## src/rtl/exc_commit_ctrl_pkg.sv

```systemverilog
// rtl/exc_commit_ctrl_pkg.sv - CP0 register numbers, ExcCodes and commit FSM state type
package exc_commit_ctrl_pkg;

    localparam logic [4:0] CP0_BADVADDR = 5'd8;
    localparam logic [4:0] CP0_STATUS   = 5'd12;
    localparam logic [4:0] CP0_CAUSE    = 5'd13;
    localparam logic [4:0] CP0_EPC      = 5'd14;

    localparam logic [4:0] EXC_INT  = 5'd0;
    localparam logic [4:0] EXC_ADEL = 5'd4;
    localparam logic [4:0] EXC_ADES = 5'd5;
    localparam logic [4:0] EXC_SYS  = 5'd8;

    localparam logic [31:0] EX_ENTRY_DEFAULT = 32'hBFC0_0380;
    localparam logic [31:0] STATUS_EXL_MASK  = 32'h0000_0002;

    typedef enum logic [2:0] {
        S_IDLE,
        S_W_EPC,
        S_W_CAUSE,
        S_W_BADV,
        S_W_STATUS,
        S_REDIR
    } state_t;

    // Only address-error exceptions carry a faulting address into BadVAddr.
    function automatic logic needs_badvaddr(input logic [4:0] code);
        return (code == EXC_ADEL) || (code == EXC_ADES);
    endfunction

endpackage

```

## src/rtl/exc_commit_ctrl_if.sv

```systemverilog
// rtl/exc_commit_ctrl_if.sv - WB commit request, CP0 port and redirect bundle
interface exc_commit_ctrl_if #(
    parameter int DATA_W = 32
);
    logic              ws_req_valid;
    logic              ws_ex;
    logic [4:0]        ws_excode;
    logic              ws_bd;
    logic [DATA_W-1:0] ws_pc;
    logic [DATA_W-1:0] ws_badvaddr;
    logic              ws_eret;
    logic              ws_mtc0;
    logic [4:0]        ws_mtc0_addr;
    logic [DATA_W-1:0] ws_mtc0_data;
    logic              int_req;
    logic [DATA_W-1:0] cp0_status;
    logic [DATA_W-1:0] cp0_cause;
    logic [DATA_W-1:0] cp0_epc;
    logic              ws_ready;
    logic              cp0_we;
    logic [4:0]        cp0_waddr;
    logic [DATA_W-1:0] cp0_wdata;
    logic              flush;
    logic              redirect_valid;
    logic [DATA_W-1:0] redirect_pc;

    modport master (
        output ws_req_valid, ws_ex, ws_excode, ws_bd, ws_pc, ws_badvaddr,
        output ws_eret, ws_mtc0, ws_mtc0_addr, ws_mtc0_data,
        output int_req, cp0_status, cp0_cause, cp0_epc,
        input  ws_ready, cp0_we, cp0_waddr, cp0_wdata,
        input  flush, redirect_valid, redirect_pc
    );

    modport slave (
        input  ws_req_valid, ws_ex, ws_excode, ws_bd, ws_pc, ws_badvaddr,
        input  ws_eret, ws_mtc0, ws_mtc0_addr, ws_mtc0_data,
        input  int_req, cp0_status, cp0_cause, cp0_epc,
        output ws_ready, cp0_we, cp0_waddr, cp0_wdata,
        output flush, redirect_valid, redirect_pc
    );
endinterface

```

## src/rtl/exc_cp0_wmux.sv

```systemverilog
// rtl/exc_cp0_wmux.sv - selects the single CP0 write (we/waddr/wdata) from FSM state and latched context
module exc_cp0_wmux
    import exc_commit_ctrl_pkg::*;
#(
    parameter int DATA_W = 32
) (
    input  state_t            state,
    input  logic              mtc0_fire,
    input  logic [4:0]        mtc0_addr,
    input  logic [DATA_W-1:0] mtc0_data,
    input  logic [DATA_W-1:0] lat_pc,
    input  logic              lat_bd,
    input  logic [4:0]        lat_excode,
    input  logic [DATA_W-1:0] lat_badvaddr,
    input  logic              lat_exl_set,
    input  logic              lat_is_eret,
    input  logic [DATA_W-1:0] cp0_cause,
    input  logic [DATA_W-1:0] cp0_status,
    output logic              we,
    output logic [4:0]        waddr,
    output logic [DATA_W-1:0] wdata
);
    always_comb begin
        we    = 1'b0;
        waddr = 5'd0;
        wdata = '0;
        case (state)
            S_IDLE: begin
                if (mtc0_fire) begin
                    we    = 1'b1;
                    waddr = mtc0_addr;
                    wdata = mtc0_data;
                end
            end
            S_W_EPC: begin
                // A nested exception under EXL must keep the original return address.
                we    = !lat_exl_set;
                waddr = CP0_EPC;
                wdata = lat_bd ? (lat_pc - DATA_W'(4)) : lat_pc;
            end
            S_W_CAUSE: begin
                we    = 1'b1;
                waddr = CP0_CAUSE;
                wdata = {lat_bd, cp0_cause[DATA_W-2:7], lat_excode, cp0_cause[1:0]};
            end
            S_W_BADV: begin
                we    = 1'b1;
                waddr = CP0_BADVADDR;
                wdata = lat_badvaddr;
            end
            S_W_STATUS: begin
                we    = 1'b1;
                waddr = CP0_STATUS;
                wdata = lat_is_eret ? (cp0_status & ~DATA_W'(STATUS_EXL_MASK))
                                    : (cp0_status |  DATA_W'(STATUS_EXL_MASK));
            end
            default: begin
                we    = 1'b0;
                waddr = 5'd0;
                wdata = '0;
            end
        endcase
    end
endmodule

```

## src/rtl/exc_commit_ctrl.sv

```systemverilog
// rtl/exc_commit_ctrl.sv - WB commit sequencer owning the CP0 write port for exceptions, interrupts, ERET and MTC0
module exc_commit_ctrl
    import exc_commit_ctrl_pkg::*;
#(
    parameter logic [31:0] EX_ENTRY = EX_ENTRY_DEFAULT,
    parameter int          DATA_W   = 32
) (
    input  logic               clk,
    input  logic               resetn,
    exc_commit_ctrl_if.slave   bus
);
    state_t            state;
    state_t            state_nxt;

    logic [DATA_W-1:0] lat_pc;
    logic              lat_bd;
    logic [4:0]        lat_excode;
    logic [DATA_W-1:0] lat_badvaddr;
    logic [DATA_W-1:0] lat_target;
    logic              lat_need_badv;
    logic              lat_exl_set;
    logic              lat_is_eret;

    logic              accept_exc;
    logic              accept_eret;
    logic              mtc0_fire;
    logic [4:0]        excode_in;

    // Priority ex > int > eret > mtc0; MTC0 is also held off while reset is asserted.
    assign accept_exc  = bus.ws_req_valid && (bus.ws_ex || bus.int_req);
    assign accept_eret = bus.ws_req_valid && !bus.ws_ex && !bus.int_req && bus.ws_eret;
    assign mtc0_fire   = resetn && bus.ws_req_valid && !bus.ws_ex && !bus.int_req
                         && !bus.ws_eret && bus.ws_mtc0;
    assign excode_in   = bus.ws_ex ? bus.ws_excode : EXC_INT;

    always_ff @(posedge clk or negedge resetn) begin
        if (!resetn) begin
            state <= S_IDLE;
        end else begin
            state <= state_nxt;
        end
    end

    always_ff @(posedge clk or negedge resetn) begin
        if (!resetn) begin
            lat_pc        <= '0;
            lat_bd        <= 1'b0;
            lat_excode    <= 5'd0;
            lat_badvaddr  <= '0;
            lat_target    <= '0;
            lat_need_badv <= 1'b0;
            lat_exl_set   <= 1'b0;
            lat_is_eret   <= 1'b0;
        end else if (state == S_IDLE) begin
            if (accept_exc) begin
                lat_pc        <= bus.ws_pc;
                lat_bd        <= bus.ws_bd;
                lat_excode    <= excode_in;
                lat_badvaddr  <= bus.ws_badvaddr;
                lat_need_badv <= needs_badvaddr(excode_in);
                lat_exl_set   <= bus.cp0_status[1];
                lat_is_eret   <= 1'b0;
            end else if (accept_eret) begin
                lat_target    <= bus.cp0_epc;
                lat_is_eret   <= 1'b1;
            end
        end
    end

    always_comb begin
        state_nxt = state;
        case (state)
            S_IDLE: begin
                if (accept_exc) begin
                    state_nxt = S_W_EPC;
                end else if (accept_eret) begin
                    state_nxt = S_W_STATUS;
                end
            end
            S_W_EPC:    state_nxt = S_W_CAUSE;
            S_W_CAUSE:  state_nxt = lat_need_badv ? S_W_BADV : S_W_STATUS;
            S_W_BADV:   state_nxt = S_W_STATUS;
            S_W_STATUS: state_nxt = S_REDIR;
            S_REDIR:    state_nxt = S_IDLE;
            default:    state_nxt = S_IDLE;
        endcase
    end

    always_comb begin
        bus.ws_ready       = 1'b0;
        bus.flush          = 1'b0;
        bus.redirect_valid = 1'b0;
        bus.redirect_pc    = '0;
        case (state)
            S_IDLE: begin
                bus.ws_ready = !(accept_exc || accept_eret);
            end
            S_REDIR: begin
                bus.ws_ready       = 1'b1;
                bus.flush          = 1'b1;
                bus.redirect_valid = 1'b1;
                bus.redirect_pc    = lat_is_eret ? lat_target : DATA_W'(EX_ENTRY);
            end
            default: begin
                bus.ws_ready = 1'b0;
            end
        endcase
    end

    exc_cp0_wmux #(
        .DATA_W (DATA_W)
    ) u_wmux (
        .state        (state),
        .mtc0_fire    (mtc0_fire),
        .mtc0_addr    (bus.ws_mtc0_addr),
        .mtc0_data    (bus.ws_mtc0_data),
        .lat_pc       (lat_pc),
        .lat_bd       (lat_bd),
        .lat_excode   (lat_excode),
        .lat_badvaddr (lat_badvaddr),
        .lat_exl_set  (lat_exl_set),
        .lat_is_eret  (lat_is_eret),
        .cp0_cause    (bus.cp0_cause),
        .cp0_status   (bus.cp0_status),
        .we           (bus.cp0_we),
        .waddr        (bus.cp0_waddr),
        .wdata        (bus.cp0_wdata)
    );
endmodule

```

## src/flat_wrapper.sv

```systemverilog
// flat-port wrapper written by rule: the top's interface ports become plain ports
module exc_commit_ctrl_flat import exc_commit_ctrl_pkg::*;
#(
    parameter logic [31:0] EX_ENTRY = EX_ENTRY_DEFAULT,
    parameter int          DATA_W   = 32
)
  (clk, resetn, bus_ws_req_valid, bus_ws_ex, bus_ws_excode, bus_ws_bd, bus_ws_pc, bus_ws_badvaddr, bus_ws_eret, bus_ws_mtc0, bus_ws_mtc0_addr, bus_ws_mtc0_data, bus_int_req, bus_cp0_status, bus_cp0_cause, bus_cp0_epc, bus_ws_ready, bus_cp0_we, bus_cp0_waddr, bus_cp0_wdata, bus_flush, bus_redirect_valid, bus_redirect_pc);
  exc_commit_ctrl_if #(.DATA_W(DATA_W)) bus_i ();
  input  logic clk;
  input  logic resetn;
  input wire logic [$bits(bus_i.ws_req_valid)-1:0] bus_ws_req_valid;
  input wire logic [$bits(bus_i.ws_ex)-1:0] bus_ws_ex;
  input wire logic [$bits(bus_i.ws_excode)-1:0] bus_ws_excode;
  input wire logic [$bits(bus_i.ws_bd)-1:0] bus_ws_bd;
  input wire logic [$bits(bus_i.ws_pc)-1:0] bus_ws_pc;
  input wire logic [$bits(bus_i.ws_badvaddr)-1:0] bus_ws_badvaddr;
  input wire logic [$bits(bus_i.ws_eret)-1:0] bus_ws_eret;
  input wire logic [$bits(bus_i.ws_mtc0)-1:0] bus_ws_mtc0;
  input wire logic [$bits(bus_i.ws_mtc0_addr)-1:0] bus_ws_mtc0_addr;
  input wire logic [$bits(bus_i.ws_mtc0_data)-1:0] bus_ws_mtc0_data;
  input wire logic [$bits(bus_i.int_req)-1:0] bus_int_req;
  input wire logic [$bits(bus_i.cp0_status)-1:0] bus_cp0_status;
  input wire logic [$bits(bus_i.cp0_cause)-1:0] bus_cp0_cause;
  input wire logic [$bits(bus_i.cp0_epc)-1:0] bus_cp0_epc;
  output wire logic [$bits(bus_i.ws_ready)-1:0] bus_ws_ready;
  output wire logic [$bits(bus_i.cp0_we)-1:0] bus_cp0_we;
  output wire logic [$bits(bus_i.cp0_waddr)-1:0] bus_cp0_waddr;
  output wire logic [$bits(bus_i.cp0_wdata)-1:0] bus_cp0_wdata;
  output wire logic [$bits(bus_i.flush)-1:0] bus_flush;
  output wire logic [$bits(bus_i.redirect_valid)-1:0] bus_redirect_valid;
  output wire logic [$bits(bus_i.redirect_pc)-1:0] bus_redirect_pc;
  assign bus_i.ws_req_valid = bus_ws_req_valid;
  assign bus_i.ws_ex = bus_ws_ex;
  assign bus_i.ws_excode = bus_ws_excode;
  assign bus_i.ws_bd = bus_ws_bd;
  assign bus_i.ws_pc = bus_ws_pc;
  assign bus_i.ws_badvaddr = bus_ws_badvaddr;
  assign bus_i.ws_eret = bus_ws_eret;
  assign bus_i.ws_mtc0 = bus_ws_mtc0;
  assign bus_i.ws_mtc0_addr = bus_ws_mtc0_addr;
  assign bus_i.ws_mtc0_data = bus_ws_mtc0_data;
  assign bus_i.int_req = bus_int_req;
  assign bus_i.cp0_status = bus_cp0_status;
  assign bus_i.cp0_cause = bus_cp0_cause;
  assign bus_i.cp0_epc = bus_cp0_epc;
  assign bus_ws_ready = bus_i.ws_ready;
  assign bus_cp0_we = bus_i.cp0_we;
  assign bus_cp0_waddr = bus_i.cp0_waddr;
  assign bus_cp0_wdata = bus_i.cp0_wdata;
  assign bus_flush = bus_i.flush;
  assign bus_redirect_valid = bus_i.redirect_valid;
  assign bus_redirect_pc = bus_i.redirect_pc;
  exc_commit_ctrl #(.EX_ENTRY(EX_ENTRY), .DATA_W(DATA_W)) u_core (.clk(clk), .resetn(resetn), .bus(bus_i));
endmodule
```

## config.mk

```make
export PLATFORM = sky130hd
export DESIGN_NAME = exc_commit_ctrl_flat
export DESIGN_NICKNAME = d
export VERILOG_FILES = /design/src/rtl/exc_commit_ctrl_pkg.sv /design/src/rtl/exc_commit_ctrl_if.sv /design/src/rtl/exc_cp0_wmux.sv /design/src/rtl/exc_commit_ctrl.sv /design/src/flat_wrapper.sv
export SDC_FILE = /design/constraint.sdc
export NUM_CORES = 1
export LEC_CHECK = 0
export BUFFER_PORTS_ARGS = -buffer_cell sky130_fd_sc_hd__buf_2
export CAP_MARGIN = 20
export CORE_MARGIN = 8
export CORE_UTILIZATION = 40
export DETAILED_ROUTE_END_ITERATION = 10
export PLACE_DENSITY = 0.7
export SETUP_SLACK_MARGIN = 0.05
export SYNTH_ARGS = -nofsm -noshare
export SYNTH_HDL_FRONTEND = slang
export SYNTH_HIERARCHICAL = 1
export SYNTH_SLANG_ARGS = --single-unit
```

## constraint.sdc

```tcl
create_clock -name clk -period 2 [get_ports clk]
set_input_delay 0.1 -clock clk [delete_from_list [all_inputs] [get_ports clk]]
set_output_delay 0.1 -clock clk [all_outputs]
set_load 0.05 [all_outputs]
```

# == After elaboration in Yosys (flattened, before gate mapping) ==
# Cells that the tools add are included.
# totals
input_bits,210
word_cells,61
ff_bits,108
# classes
eq_ne,8
muxes,19
n_bitwise,1
n_reduce_logical,23
addsub,1
# op_table
cell,count
$pmux 32 s5,1
$mux 32,4
$sub 32x3->32 const B,1
$pmux 5 s5,1
$pmux 3 s5,1
$eq 5x3->1 const B,2
$mux 5,2
$logic_and 1x1->1,9
$mux 3,3
$eq 3x2->1 const B,2
$eq 3x3->1 const B,2
$logic_not 1->1,5
$mux 1,4
$reduce_and 2->1,2
$eq 3x1->1 const B,1
$logic_not 3->1,1
$logic_or 1x1->1,3
$ne 3x1->1 const B,1
$pmux 1 s3,1
$reduce_and 3->1,1
$reduce_or 3->1,1
$mux 2,1
$pmux 1 s2,1
$reduce_bool 2->1,1
$not 1->1,1

# == Logic depth before layout (Yosys ltp) ==
# depth
depth_word,7
ltp_mapped,7

# == Cells and area by module ==
# Netlist, hierarchy kept.
# modules_own_cells
mod,cells_per_inst,area_each_um2,instances,seq_area_each_um2
exc_commit_ctrl,296,4539.4,1,2702.6
exc_cp0_wmux,235,1764.2,1,0.0

# == Least setup slack after synthesis ==
# No wires, ideal clock.
# synth_timing
path_kind,register to output
from,register u_core.lat_pc[7]
to,output bus_cp0_wdata[28]
setup_slack_ps,-697
t_arrival_ps,2597
path_stages_with_launch,6
cell_sequence,dfrtp_1 -> nor4_4 -> nand4_2 -> nor3_1 -> xnor2_1 -> o21ai_0
# synth_via
elab_chain_cells,3
# synth_lines
element,line_no,rtl
"start, declared",exc_commit_ctrl.sv:15,logic [DATA_W-1:0] lat_pc;
"start signal, assigned",exc_commit_ctrl.sv:56,lat_pc <= bus.ws_pc;
$sub 32x3->32,exc_cp0_wmux.sv:39,wdata = lat_bd ? (lat_pc - DATA_W'(4)) : lat_pc;
$mux 32,exc_cp0_wmux.sv:39,
$pmux 32 s5,exc_cp0_wmux.sv:27,case (state)
"end, declared",flat_wrapper.sv:28,output wire logic [$bits(bus_i.cp0_wdata)-1:0] bus_cp0_wdata;
# Every way passes these cells.

# == Worst setup path in the final report ==
# layout_timing
from,register u_core.lat_pc[6]
to,output bus_cp0_wdata[29]
# Same word-level chain as after synthesis.

==> results.md <==
- Number of synthesis warnings: 6
- DRC violations left: 0
- Yosys top cell area share: 0.429
- Maximum number of pins on one net before global-route repair: 67
- Initial antenna violation count: 7
- IO Port Bufs: ~280
- Clock share of power: 0.102
- GRT overflow: 0
- Failing checks: negative setup slack
- Syn_nets: about 740
- Worst-Margin Slew: around 0.63 ns
- Core Area: 15700 um2
- Routed WL: 31000 um
- Power Internal: about 0.01 W
- GR Util All Layers: 0.264
- DP Area: between 8000 and 9000 um2
- Synth async-reset ratio: 1.00
- Layout fillers: 947
- MaxCap Viol Count: 0
- DRT Pass-1 Iters: 6
- Period utilization: 1.27
- CTS max path bufs: 2
- TritonCTS clock tree: yes
- Critical path fanouts, max: 5
- Post-synth top cells: mux2_2, dfrtp_1, a222oi_1
- Post-route cell area: between 10000 and 15000 um2
- Synth area leader: dfrtp_1
- Layout cell share with drive strength beyond 1: 0.663
- PnR worst setup slack: -0.545 ns
- Critical Path Source Type: flip-flop
- RSZ-0062 raised after global routing: yes
- I/O pin total: roughly 280
- Pre-CTS WS: -0.277 ns
- VDD IR max: about 1300 uV
- Final setup fails: 65
- Worst Path Class, Setup: flip-flop to output port
- Synth area leaders: dfrtp_1, mux2_2, a222oi_1, xnor2_1, buf_12
- Yosys reg bits: 108
- Min-delay worst type: input port to flip-flop
- Crit-path max cell delay: roughly 0.44 ns
- Post-synth EDFFs: 0
- Worst path arrival time: around 2.5 ns
- Switching part of the total: 0.455
- Leak pwr: between 5 and 6 nW
- Worst path most repeated cell: nor4_4
- 1st-iter DRT viols: approximately 750
- Register area share after synthesis: 0.429
- Die height: about 140 um
- Clock Latency Late Sink: 0.37 ns
- Status: finished with violations
- Final-report max-slew violation count: 0
- Mean Syn Cell Area: 11.9 um2
- Mapped Area: between 6000 and 7000 um2
- CP required: 1.90 ns
- R2r setup slk: 0.04 ns
- Vias per inst: around 5.5
- DR WL/cell: around 25 um
- CTS Buf Count: 9
- Final setup TNS: -16.20 ns
- ANT nets after route: 0
- Vias in the first global route: between 6000 and 7000
- Clk slew on worst S/H paths: 0.08 ns
- Worst Skew: around 0.011 ns
- CP Cell Sequence: nor4_4, buf_4, nand4bb_4, nor4_4, xnor2_1, o21ai_1, buf_6
- F_max: around 0.39 GHz
- Hold Vio Cnt, Final: 0
- Die span in x: 142 um
- Initial cell density of the core: 0.403
- Via count: 6792
- Comb pwr share: 0.667
- First-pass GRT wire length: between 40000 and 50000 um
- H-tree depth: 3
- Die area: 20000 um2
- Top-count cell post-synth: mux2_2
- Dpl hpwl: around 18000 um
- Post-layout net count: between 1000 and 1500
- Reg power frac: 0.230
- Final Wtd Congestion: roughly 0.91
- Clock Sinks: roughly 110
- Area Growth Syn to Fin: 84.2%
- Root Buffer: clkbuf_16
- Post-layout min period: 2.55 ns
- Slew margin rel.: 0.582
- Slowest cell on the critical path: nor4_4
- Count of cell types in the netlist: 55
- Crit end category: output port
- Switch Pwr: about 0.0084 W
- Row Count: 46
- Top_reg_cell synth: dfrtp_1
- Power Density: around 1600 nW/um2
- Cells after synthesis: between 500 and 600
==> per-stage QoR <==
stage               cells  hold WS (ns)  total power, W   util
finish               1226        0.0322          0.0184  0.742
CTS                  1188        0.0189          0.0167  0.685
global placement     1051         0.272          0.0128  0.536
floorplan             531        -0.196          0.0102      -
global route         1226        0.0195          0.0190  0.742
detailed placement   1051         0.275          0.0129  0.536
==> path summary, 6_finish.rpt <==
check | start | to | cells past startpoint
setup / recovery | u_core/lat_pc[6] | bus_cp0_wdata[29] | 7
hold / removal | bus_ws_pc[17] | u_core/lat_pc[17] | 2
setup reg to reg | u_core/state[0] | u_core/lat_pc[6] | 6
hold reg to reg | u_core/lat_badvaddr[30] | u_core/lat_badvaddr[30] | 1
max in group asynchronous | resetn | u_core/state[0] | 4
min in group asynchronous | resetn | u_core/lat_pc[31] | 3
==> power groups by stage <==
stage                     clock network, W  registers, W  logic [W]
after floorplan                          0       0.00393    0.00626
after global placement                   0       0.00398    0.00881
after detailed placement                 0       0.00402    0.00887
after CTS                          0.00194       0.00403     0.0108
after global routing               0.00199       0.00434     0.0127
final                              0.00188       0.00424     0.0123
==> area by class of cell <==
cell class                 instances  area [um2]  share of cell area
inverter                          12        48.8             0.00420
clock buffer                       9         225              0.0194
antenna                            7        17.5             0.00151
sequential                       108        2710               0.233
tap                              216         270              0.0233
clock inverter                     7        81.3             0.00700
multi-input combinational        375        4000               0.344
timing repair buffer             491        4260               0.367
timing repair inverter             1        7.51            0.000646
==> routing by layer <==
metal,wire [um],up-vias,GRT usage
met4,1310,0,0.122
met2,16100,377,0.455
met5,0,-,0
li1,-,2925,-
met3,2150,101,0.0635
met1,11500,3389,0.305
==> critical path: cells and delay by family, from the launching register on <==
family	cells	cell delay (ns)
simple gates	3	0.99
flops	1	0.43
compound gates	1	0.17
buf+inv	2	0.38
xor+xnor	1	0.12
==> timing repair <==
item                                   CTS  global route
buffers inserted                        17            18
hold buffers                            98             0
setup endpoints to repair               69           222
pin swaps                               31            40
gates resized for setup                212           129
endpoints found under the hold margin  139             0
gates cloned                             6            13
==> layout by cell type, fill, tap and decap left out, types with 4 or more instances in the layout <==
cell	synthesis	layout
buf_4	1	67
xnor2_2	0	15
mux2_2	121	97
dfrtp_2	0	5
o21ai_1	12	9
nor3_4	1	7
nor3_1	13	4
nor2_4	0	8
o21a_1	14	14
diode_2	0	7
o21ai_0	25	6
a21oi_1	7	5
a222oi_1	28	28
and2_4	1	24
buf_8	1	28
nor2_1	19	10
buf_2	0	205
xor2_1	5	5
buf_6	3	68
mux2_4	9	33
dlygate4sd3_1	0	98
nor4_4	3	10
buf_16	0	4
inv_1	12	11
xnor2_1	24	9
o21ai_2	0	15
nand4_1	4	4
o21ai_4	0	7
nand2_1	15	13
clkbuf_16	0	15
dfrtp_1	108	103
buf_12	7	15
==> logic make-up (layout without fill, tap and decap cells) <==
| family | after synthesis | in the layout | synth area share |
|---|---|---|---|
| other cells | 0 | 7 | 0 |
| xor+xnor | 29 | 29 | 0.0403 |
| buf+inv | 50 | 520 | 0.0572 |
| fa+ha+maj | 2 | 2 | 0.00357 |
| flops | 108 | 108 | 0.429 |
| compound gates | 96 | 96 | 0.109 |
| mux | 131 | 131 | 0.239 |
| simple gates | 115 | 117 | 0.122 |
==> sequential cells by signal, summed over array words and instances (netlist names) <==
register	flops
u_core/lat_badvaddr	32
u_core/lat_bd	1
u_core/lat_excode	5
u_core/lat_exl_set	1
u_core/lat_is_eret	1
u_core/lat_need_badv	1
u_core/lat_pc	32
u_core/lat_target	32
u_core/state	3
Power figures use the tool's default switching activity.
